**src/rtl/lfsr_fetch.sv**
```systemverilog
// rtl/lfsr_fetch.sv - LFSR peripheral fetch initiator with output FIFO (optional check: LFSR_FETCH_CHECK_EN)
module lfsr_fetch #(
  parameter int          DEPTH    = 4,
  parameter logic [31:0] SEED_RST = 32'hBABECAFE
) (
  input  logic        clk,
  input  logic        resetn,
  input  logic        start,
  input  logic        seed_load,
  input  logic [31:0] seed_val,
  input  logic [7:0]  burst_len,
  output logic        busy,
  output logic        done,
  output logic [3:0]  reg_seed_we,
  output logic [31:0] reg_seed_di,
  output logic        reg_dat_re,
  input  logic [31:0] reg_dat_do,
  input  logic        reg_dat_wait,
  output logic        out_valid,
  output logic [31:0] out_data,
  input  logic        out_ready,
  output logic        err_stuck
);

  localparam int             AW       = $clog2(DEPTH);
  localparam logic [AW:0]    FULL_CNT = (AW + 1)'(DEPTH);
  localparam logic [AW:0]    CNT_ONE  = (AW + 1)'(1);
  localparam logic [AW-1:0]  PTR_ONE  = AW'(1);

  typedef enum logic [1:0] {
    ST_IDLE = 2'd0,
    ST_SEED = 2'd1,
    ST_READ = 2'd2,
    ST_FIN  = 2'd3
  } state_t;

  state_t        state_q, state_d;
  logic [7:0]    rem_q, rem_d;
  logic          first_q, first_d;
  logic [31:0]   seed_q, seed_d;

  logic [31:0]   mem_q [DEPTH];
  logic [AW-1:0] wr_q, rd_q;
  logic [AW:0]   cnt_q;

  logic          pop;
  logic          free;
  logic          rd_ok;
  logic          push;

  // A slot counts as free if one is empty now or the head leaves this cycle
  assign out_valid  = (cnt_q != '0);
  assign pop        = out_valid & out_ready;
  assign free       = (cnt_q != FULL_CNT) | pop;
  // Request only while words remain and the FIFO can take the answer; since
  // stalls never push, this stays high for the whole of a stalled request
  assign rd_ok      = (state_q == ST_READ) & (rem_q != 8'd0) & free;
  assign reg_dat_re = rd_ok;
  assign push       = rd_ok & ~reg_dat_wait;
  assign out_data   = out_valid ? mem_q[rd_q] : 32'd0;

  // Control state register; reset restores first-run so the next burst reseeds
  always_ff @(posedge clk or negedge resetn) begin
    if (!resetn) begin
      state_q <= ST_IDLE;
      rem_q   <= 8'd0;
      first_q <= 1'b1;
      seed_q  <= 32'd0;
    end else begin
      state_q <= state_d;
      rem_q   <= rem_d;
      first_q <= first_d;
      seed_q  <= seed_d;
    end
  end

  // Next-state and bus outputs
  always_comb begin
    state_d     = state_q;
    rem_d       = rem_q;
    first_d     = first_q;
    seed_d      = seed_q;
    busy        = (state_q != ST_IDLE);
    done        = 1'b0;
    reg_seed_we = 4'b0000;
    reg_seed_di = 32'd0;
    case (state_q)
      ST_IDLE: begin
        if (start) begin
          rem_d  = burst_len;
          seed_d = seed_load ? seed_val : SEED_RST;
          if (seed_load || first_q) begin
            state_d = ST_SEED;
          end else if (burst_len == 8'd0) begin
            state_d = ST_FIN;
          end else begin
            state_d = ST_READ;
          end
        end
      end
      ST_SEED: begin
        reg_seed_we = 4'b1111;
        reg_seed_di = seed_q;
        first_d     = 1'b0;
        state_d     = (rem_q == 8'd0) ? ST_FIN : ST_READ;
      end
      ST_READ: begin
        if (rem_q == 8'd0) begin
          state_d = ST_FIN;
        end else if (push) begin
          rem_d = rem_q - 8'd1;
          if (rem_q == 8'd1) begin
            state_d = ST_FIN;
          end
        end
      end
      ST_FIN: begin
        done    = 1'b1;
        state_d = ST_IDLE;
      end
      default: begin
        state_d = ST_IDLE;
      end
    endcase
  end

  // FIFO pointers and occupancy; push and pop together leave the count unchanged
  always_ff @(posedge clk or negedge resetn) begin
    if (!resetn) begin
      wr_q  <= '0;
      rd_q  <= '0;
      cnt_q <= '0;
    end else begin
      if (push) begin
        wr_q <= wr_q + PTR_ONE;
      end
      if (pop) begin
        rd_q <= rd_q + PTR_ONE;
      end
      case ({push, pop})
        2'b10:   cnt_q <= cnt_q + CNT_ONE;
        2'b01:   cnt_q <= cnt_q - CNT_ONE;
        default: cnt_q <= cnt_q;
      endcase
    end
  end

  // FIFO storage; contents are don't-care until written, so no reset
  always_ff @(posedge clk) begin
    if (push) begin
      mem_q[wr_q] <= reg_dat_do;
    end
  end

`ifdef LFSR_FETCH_CHECK_EN
  logic [31:0] prev_q;
  logic        err_q;

  // Flag a word that repeats its predecessor or is zero; reseeding restarts the history
  always_ff @(posedge clk or negedge resetn) begin
    if (!resetn) begin
      prev_q <= 32'd0;
      err_q  <= 1'b0;
    end else begin
      if (state_q == ST_SEED) begin
        prev_q <= 32'd0;
      end else if (push) begin
        prev_q <= reg_dat_do;
        if ((reg_dat_do == prev_q) || (reg_dat_do == 32'd0)) begin
          err_q <= 1'b1;
        end
      end
    end
  end

  assign err_stuck = err_q;
`else
  assign err_stuck = 1'b0;
`endif

endmodule

```
**config.mk**
```make
export PLATFORM = sky130hd
export DESIGN_NAME = lfsr_fetch
export DESIGN_NICKNAME = d
export VERILOG_FILES = /design/src/rtl/lfsr_fetch.sv
export SDC_FILE = /design/constraint.sdc
export NUM_CORES = 1
export LEC_CHECK = 0
export ABC_AREA = 1
export BUFFER_PORTS_ARGS = -buffer_cell sky130_fd_sc_hd__buf_4
export CAP_MARGIN = 30
export CORE_ASPECT_RATIO = 0.8
export CORE_MARGIN = 5
export CORE_UTILIZATION = 35
export CTS_BUF_LIST = sky130_fd_sc_hd__clkbuf_2 sky130_fd_sc_hd__clkbuf_4 sky130_fd_sc_hd__clkbuf_8
export DETAILED_ROUTE_END_ITERATION = 8
export HOLD_SLACK_MARGIN = 0.12
export PLACE_DENSITY_LB_ADDON = 0.15
export SLEW_MARGIN = 30
export SYNTH_ARGS = -nofsm -noshare
export SYNTH_HDL_FRONTEND = slang
export SYNTH_SLANG_ARGS = --single-unit
```
**constraint.sdc**
```tcl
create_clock -name clk -period 6.4 [get_ports clk]
set_clock_uncertainty 0.05 [all_clocks]
set_input_delay 0.32 -clock clk [delete_from_list [all_inputs] [get_ports clk]]
set_output_delay 0.32 -clock clk [all_outputs]
set_load 0.01 [all_outputs]
```
# Word-level counts from Yosys, hierarchy flattened
# Memory sizes are Yosys's and may differ from the RTL's.
# Index checks and enable logic that the tools add are counted.
[classes]
add_sub_neg = 5
eq_ne = 12
mux = 20
bitwise = 6
reduce_logical = 12
[ops]
columns = ["op", "count"]
rows = [
  ["$mux W32", 3],
  ["$mux W8", 3],
  ["$logic_not A8 Y1", 2],
  ["$pmux W8 S2", 1],
  ["$mux W2", 5],
  ["$eq A8 B1 Y1 const B", 1],
  ["$pmux W2 S4", 1],
  ["$reduce_bool A8 Y1", 1],
  ["$sub A8 B1 Y8 const B", 1],
  ["$eq A2 B2 Y1 const B", 3],
  ["$ne A2 B2 Y1 const B", 3],
  ["$pmux W3 S2", 1],
  ["$reduce_bool A2 Y1", 3],
  ["$mux W1", 5],
  ["$add A2 B1 Y2 const B", 2],
  ["$and A1 B1 Y1", 4],
  ["$eq A2 B1 Y1 const B", 2],
  ["$mux W4", 1],
  ["$reduce_and A4 Y1", 1],
  ["$add A3 B1 Y3 const B", 1],
  ["$ne A3 B1 Y1 const B", 1],
  ["$ne A3 B2 Y1 const B", 1],
  ["$ne A3 B3 Y1 const B", 1],
  ["$reduce_and A3 Y1", 1],
  ["7 further kinds", 7],
]
[totals]
register_bits = 50
ram_bits = 128
output_inout_bits = 73
wordCells = 63
memories = 1
[mem_list]
columns = ["memory", "words", "word_bits", "read_ports", "rd_ports_with_merged_regs", "wr", "line_no", "source"]
rows = [
  ["mem_q", 4, 32, 1, 0, 1, "42", "logic [31:0] mem_q [DEPTH];"],
]

# Longest topological paths before layout
# Gate-level depths: netlist of run 1.
[logic_depth]
ltp_word = 8
ltp_mapped = 12
mapped_depth_nobuf = 12

# Worst setup path after synthesis of run 1
# OpenSTA, ideal clock, no wires.
[synth_timing]
path_type = "reg2reg"
from = "register rem_q[0]"
to = "memory mem_q[0][0] (enable)"
arrival_time_ps = 2379
required_time_ps = 5929
setup_slack_ps = 3550
path_stages_with_launch = 8
n_path_buf = 0
period_less_slack_ps = 2850
cell_sequence = "dfrtp_1 -> inv_1 -> ha_1 -> inv_1 -> nor2_2 -> nand2_4 -> nand4_4 -> nor2_1"
[synth_via]
elab_chain_cells = 6
[synth_rtl]
columns = ["item", "line_no", "source"]
rows = [
  ["start: declaration", "38", "logic [7:0] rem_q, rem_d;"],
  ["start signal: assignment", "71", "rem_q <= rem_d;"],
  ["$reduce_bool A8 Y1", "57", "assign rd_ok = (state_q == ST_READ) & (rem_q != 8'd0) & free;"],
  ["$and A1 B1 Y1 (2 in series)", "57", ""],
  ["$and A1 B1 Y1", "59", "assign push = rd_ok & ~reg_dat_wait;"],
  ["$mux W1", "150", "if (push) begin"],
  ["$mux W1 (not written as such)", "151", "mem_q[wr_q] <= reg_dat_do;"],
  ["end: declaration", "42", ""],
]
# Every way passes these cells.

# Final worst setup path of run 1
[layout_timing]
from = "register state_q[0]"
to = "memory mem_q[3][28] (enable)"
[layout_via]
elab_chain_cells = 6
[layout_rtl]
columns = ["item", "line_no", "source"]
rows = [
  ["start: declaration", "37", "state_t state_q, state_d;"],
  ["start signal: assignment", "70", "state_q <= state_d;"],
  ["$eq A2 B2 Y1", "57", ""],
  ["$and A1 B1 Y1 (2 in series)", "57", ""],
  ["$and A1 B1 Y1", "59", ""],
  ["$mux W1", "150", ""],
  ["$mux W1 (not written as such)", "151", ""],
]
# Every way passes these cells.

==> out/qor.yml, run 1 <==
detailed_routing:
  highest_layer: "met4"
  vias: 5787
  wl_um: 18910
  vias_per_cell: 4.434
  antenna_left: 0
  dr_wl_met2_um: 8457
  wl_met3_um: 1003
  drcViolationCount: 0
  drt-met1-wl_um: 9242
  routedWlPerCell_um: 14.49
  first_pass_iters: 4
  detail_route.iter0.violations: 318
grt:
  overflow: 0
  grt_max_degree: 67
  grt_usage_pct: 15.16
  grt_pass1_vias: 5802
  grt_pass1_wl_um: 30340
  antenna_found_initial: 0
clock_network:
  cts_resized: 0
  post_cts_buffers: 0
  cts-root-buf: "clkbuf_8"
  cts_htree_levels: 4
  clkSlewWorstSetupHoldPaths_ns: 0.11
  tritoncts: "built"
  clk_latency_ns: 0.46
  cts_max_path_buffers: 2
  cts_buffers: 17
  clock-sinks: 178
place:
  dpl.cell_count: 1201
  port_buffers: 149
  dp_worst_setup_slack_ns: 3.765
  dp_hpwl_um: 11550
  finalWeightedCongestion: 0.7886
run:
  max_cap_viol_count: 0
worst_setup_path:
  cp_slowest_stage_delay_ns: 0.65
  cp.required_ns: 6.52
  cp_top_family: "simple AND/OR/NAND/NOR gates"
  start_kind: "flip-flop"
  arrival_ns: 2.77
  critPathMaxFanout: 18
  critPathCaptureType: "flip-flop"
  path_cells: "inv_1 > ha_1 > nand4_4 > nor2_4 > buf_16"
  critical_path_class: "flip-flop to flip-flop"
  crit_slowest_cell: "nor2_4"
  cp_num_buf_inv: 2
sta:
  setup_viol: 0
  final_hold_viol_count: 0
  setup_ws_ns: 3.750
  max_freq_mhz: 377.3
  tightestPinTransition_ns: 0.7825
  slew_headroom_pct: 47.78
  rsz0062_at_grt: "no"
  period_needed_ns: 2.650
  maxSlewViolCount: 0
  period_share_pct: 41.41
  setup_tns_ns: 0
logic_synthesis:
  synth_fp_nets: 867
  ys_warn_count: 0
  synth_cell_type_count: 28
  synth_seq_cells: 178
  synth_most_common_cell: "nor2_1"
  ys.flop_type: "edfxtp_1"
  synth_commonest_cells: "nor2_1, edfxtp_1, nand2_1"
  synth.avg_cell_area_um2: 10.09
  yosysSeqAreaShare_pct: 65.12
  synthCells: 776
  synthesis.area_um2: 7826
  synth_edf_count: 128
  netlist.area_leader.share_pct: 49.11
  synthArstFlopShare_pct: 28.09
  synthTopCellsByArea: "edfxtp_1, dfrtp_1, nor2_1"
  yosysTopAreaCell: "edfxtp_1"
final_layout:
  layout.nets: 1077
  diodes: 0
  post_route_cells_drive_above_1_share_pct: 21.32
  instances_no_fill: 1305
  nFillCells: 2096
  syn_to_final_growth_pct: 33.65
power:
  p_comb_share_pct: 45.4
  swShare_pct: 40.51
  power.density_nw_per_um2: 416.2
  power_w: 0.004354
  p_int_w: 0.002590
  peakVddDrop_mv: 0.1507
  p_leak_nw: 4.488
  switchingPower_w: 0.001764
  clkPwrFrac_pct: 18.4
  power_frac_seq_pct: 36.2
min_path:
  hold_path.class: "primary input to flip-flop"
floorplan:
  die_x_um: 177.2
  core-area_um2: 22260
  num_rows: 49
  io_pins: 151
  die_height_um: 143.8
  start_util_pct: 35.17
  die_area_um2: 25470
run_status:
  status: "complete, no violations"
## cells by family (layout without fill, tap and decap cells)
group	count (synthesis)	in the layout	synth area share, %
flops	178	178	65.12
xor+xnor	5	5	0.5597
fa+ha+maj	13	13	2.174
other cells	1	1	0.04792
compound gates	143	143	9.177
buf+inv	105	328	5.659
simple gates	331	331	17.27
## state kept, by name (all words and copies together), names as in the netlist
register / count
rd_q: 2
state_q: 2
first_q: 1
cnt_q: 3
rem_q: 8
seed_q: 32
mem_q: 128
wr_q: 2
## cells in the final DEF (no fill, tap or decap), drive strengths merged
master and n:
a21oi 38, buf 160, bufinv 1, clkbuf 17, clkinv 6, clkinvlp 1
conb 1, dfrtp 49, dfstp 1, dlygate4sd3 72, edfxtp 128, fa 1
ha 12, inv 71, nand2 127, nand3 18, nand4 5, nor2 181
o211ai 1, o21ai 104, xnor2 2, xor2 3
## power by group through the flow
stage          Clock [W]  Combinational, W  Sequential [W]
6_report        0.000802           0.00198         0.00157
5_1_grt         0.000878           0.00226         0.00160
4_1_cts         0.000825           0.00202         0.00157
3_5_place_dp           0           0.00198         0.00160
3_3_place_gp           0           0.00195         0.00160
2_1_floorplan          0           0.00123         0.00157
## worst paths after layout
path / from / endpoint / slack (ns) / cells past startpoint
setup / recovery: state_q[0]$_DFFE_PN0P_ / mem_q[3][28]$_DFFE_PP_ / 3.75 / 5
hold / removal: seed_load / seed_q[8]$_DFFE_PN0P_ / 0.16 / 3
setup reg to reg: state_q[0]$_DFFE_PN0P_ / mem_q[3][28]$_DFFE_PP_ / 3.75 / 5
hold reg to reg: first_q$_DFFE_PN1P_ / first_q$_DFFE_PN1P_ / 0.42 / 2
max in group asynchronous: resetn / rd_q[0]$_DFFE_PN0P_ / 5.42 / 2
min in group asynchronous: resetn / seed_q[21]$_DFFE_PN0P_ / 0.37 / 2
## stage by stage
stage	hold slack [ns]	utilization [%]	area, um^2
2_1_floorplan	-0.02559	-	7826
3_3_place_gp	0.3595	41.38	9209
3_5_place_dp	0.3674	41.87	9319
4_1_cts	0.1246	47.00	10460
5_1_grt	0.1327	47.00	10460
6_report	0.1582	47.00	10460
## timing repair
action | 4_1_cts | 5_1_grt
setup endpoints to repair | 0 | 0
hold buffers | 72 | 0
endpoints found under the hold margin | 209 | 0
## worst reg2reg max path, cell delays in order, from the launching register on
cell and delay (ns):
dfrtp_1 0.42, inv_1 0.09, ha_1 0.54, nand4_4 0.36, nor2_4 0.65, buf_16 0.24
## area by class of cell
type | instances | area [um^2] | share of cell area [%]
sequential | 178 | 5097 | 48.73
inverter | 64 | 240.2 | 2.297
tap | 306 | 382.9 | 3.660
timing repair buffer | 232 | 2002 | 19.14
multi-input combinational | 493 | 2317 | 22.15
clock inverter | 15 | 186.4 | 1.782
clock buffer | 17 | 234.0 | 2.237
## per-layer routing
metal | vias to the layer above | track usage, %
met5 | - | 0
met4 | 0 | 3.907
met2 | 124 | 23.63
li1 | 2975 | -
met1 | 2671 | 21.24
met3 | 17 | 4.024
No activity file was read; power rests on OpenSTA's default activity.
==> run 2: changes to the inputs <==
--- a/config.mk
+++ b/config.mk
@@ -5,7 +5,7 @@
 export SDC_FILE = /design/constraint.sdc
 export NUM_CORES = 1
 export LEC_CHECK = 0
-export ABC_AREA = 1
+export ABC_AREA = 0
 export BUFFER_PORTS_ARGS = -buffer_cell sky130_fd_sc_hd__buf_4
 export CAP_MARGIN = 30
 export CORE_ASPECT_RATIO = 0.8
==> constraint.sdc (replaced) <==
create_clock -name clk -period 2.35 [get_ports clk]
set_clock_uncertainty 0.05 [all_clocks]
set_input_delay 0.1175 -clock clk [delete_from_list [all_inputs] [get_ports clk]]
set_output_delay 0.1175 -clock clk [all_outputs]
set_load 0.01 [all_outputs]
==> out/qor.yml, run 2 <==
run_status:
  status: "complete, no violations"
power:
  peakVddDrop_mv: 0.4207
  power.density_nw_per_um2: 1060
  p_leak_nw: 4.181
floorplan:
  start_util_pct: 35.41
  num_rows: 48
  core-area_um2: 21500
  io_pins: 151
  die_height_um: 141.9
  die_x_um: 174.9
  die_area_um2: 24820
logic_synthesis:
  synth_fp_nets: 609
  synth_seq_cells: 178
  synthesis.area_um2: 7614
  synthCells: 518
  yosysSeqAreaShare_pct: 66.94
  ys_warn_count: 0
  synthTopCellsByArea: "edfxtp_1, dfrtp_1, mux4_2"
  yosysTopAreaCell: "edfxtp_1"
  synth_most_common_cell: "edfxtp_1"
  synth.avg_cell_area_um2: 14.70
  synth_cell_type_count: 47
  synth_commonest_cells: "edfxtp_1, and2_1, dfrtp_1"
  synthArstFlopShare_pct: 28.09
  ys.flop_type: "edfxtp_1"
  netlist.area_leader.share_pct: 50.48
  synth_edf_count: 128
sta:
  rsz0062_at_grt: "yes"
  setup_ws_ns: 0.09897
  period_share_pct: 95.79
  period_needed_ns: 2.251
  setup_tns_ns: 0
  slew_headroom_pct: 55.88
  max_freq_mhz: 444.2
  final_hold_viol_count: 0
  setup_viol: 0
  maxSlewViolCount: 0
  tightestPinTransition_ns: 0.6618
detailed_routing:
  highest_layer: "met4"
  detail_route.iter0.violations: 303
  wl_um: 18760
  vias_per_cell: 4.834
  routedWlPerCell_um: 17.44
  dr_wl_met2_um: 9473
  vias: 5201
  antenna_left: 0
  drcViolationCount: 0
  drt-met1-wl_um: 8271
  first_pass_iters: 4
  wl_met3_um: 722
final_layout:
  layout_commonest_cell: "buf_4"
  top_regs: "mem_q x128, seed_q x32, rem_q x8"
  syn_to_final_growth_pct: 41.56
  largest_reg_flops: 128
  final_cell_mix: "buf_4, edfxtp_1, dlygate4sd3_1, and2_1, dfrtp_1"
  post_route_cells_drive_above_1_share_pct: 33.08
  final_core_util_pct: 50.13
  nFillCells: 1868
  layout.nets: 880
  diodes: 0
  largest-register: "mem_q"
place:
  dp_worst_setup_slack_ns: -0.05758
  dp_hpwl_um: 12050
  finalWeightedCongestion: 0.7897
  port_buffers: 149
worst_setup_path:
  cp.required_ns: 2.68
  start_kind: "flip-flop"
  critical_path_class: "flip-flop to flip-flop"
  arrival_ns: 2.58
  critPathCaptureType: "flip-flop"
  rrSetupSlack_ns: 0.1
  critPathMaxFanout: 8
grt:
  grt_usage_pct: 15.16
  grt_pass1_vias: 5643
  overflow: 0
  antenna_found_initial: 0
  grt_pass1_wl_um: 29860
  grt_max_degree: 56
clock_network:
  cts_buffers: 17
  cts_htree_levels: 4
  cts_max_path_buffers: 2
  tritoncts: "built"
  cts-root-buf: "clkbuf_8"
  clkSlewWorstSetupHoldPaths_ns: 0.09
  clk_latency_ns: 0.44
  clock-sinks: 178
min_path:
  hold_path.class: "primary input to flip-flop"
run:
  max_cap_viol_count: 0
run 2: changes by cell type in the layout (fill, tap and decap cells not counted), sizes merged, moves of 22 or more:
cell         delta
mux4           +32
a31oi          +22
o21ai         -101
and2           +66
nand2         -101
inv            -30
a21oi          -37
nor2          -144
dlygate4sd3    +35
run 2: worst max-delay path: stages (launching register included):
cell and delay [ns]:
dfrtp_2 0.48, nor4_4 0.35, a211o_1 0.21, nor2_2 0.05
inv_1 0.05, ha_2 0.17, inv_1 0.05, fa_2 0.33
xor2_1 0.15, nor2_1 0.14, xor2_1 0.15
run 2: stage by stage:
stage          hold slack (ns)  power, W  instances  cell area (um^2)
4_1_cts                 0.1327   0.01148       1073             10720
6_report                0.1639   0.01143       1076             10780
3_5_place_dp            0.1465  0.009123        934              9265
2_1_floorplan          -0.2281  0.007000        518              7630
3_3_place_gp            0.1411  0.009044        934              9265
5_1_grt                 0.1641   0.01216       1076             10780
run 2: final timing paths:
| path | from | endpoint | cells after the start |
|---|---|---|---|
| setup / recovery | rem_q[2]$_DFFE_PN0P_ | cnt_q[2]$_DFFE_PN0P_ | 10 |
| hold / removal | reg_dat_wait | rem_q[4]$_DFFE_PN0P_ | 5 |
| setup reg to reg | rem_q[2]$_DFFE_PN0P_ | cnt_q[2]$_DFFE_PN0P_ | 10 |
| hold reg to reg | seed_q[0]$_DFFE_PN0P_ | seed_q[0]$_DFFE_PN0P_ | 2 |
| max in group asynchronous | resetn | rd_q[0]$_DFFE_PN0P_ | 2 |
| min in group asynchronous | resetn | seed_q[8]$_DFFE_PN0P_ | 2 |
run 2: cell type report:
| type | count | area [um^2] | area share [%] |
|---|---|---|---|
| well taps | 275 | 344.1 | 3.192 |
| repair buffers | 286 | 2544 | 23.60 |
| clock inverters | 14 | 128.9 | 1.196 |
| multi-input cells | 270 | 2292 | 21.27 |
| clock buffers | 17 | 234.0 | 2.171 |
| flip-flops and latches | 178 | 5100 | 47.32 |
| inverters | 36 | 135.1 | 1.254 |
run 2: logic make-up after synthesis:
logic type	count (synthesis)	synth area share, %
other cells	1	0.04925
mux	35	9.926
buf+inv	70	3.763
simple gates	165	11.34
compound gates	50	5.062
fa+ha+maj	13	2.235
xor+xnor	6	0.6903
flops	178	66.94
run 2: layer usage:
metal,global-route usage (%),up-vias
met5,0,-
met4,4.587,0
met3,3.010,23
met2,24.92,125
met1,20.65,2624
li1,-,2429
run 2: repair_timing:
item	in CTS	in global routing
setup buffers	1	3
cloned	0	0
hold buffers	107	0
gates resized for setup	2	11
pin swaps	0	5
endpoints found under the hold margin	222	0
setup endpoints to repair	1	25
run 2: where the power goes:
part / internal [W] / switching, W
clock: 0.000848 / 0.00112
combinational: 0.00273 / 0.00241
sequential: 0.00392 / 0.000382
total: 0.00751 / 0.00392
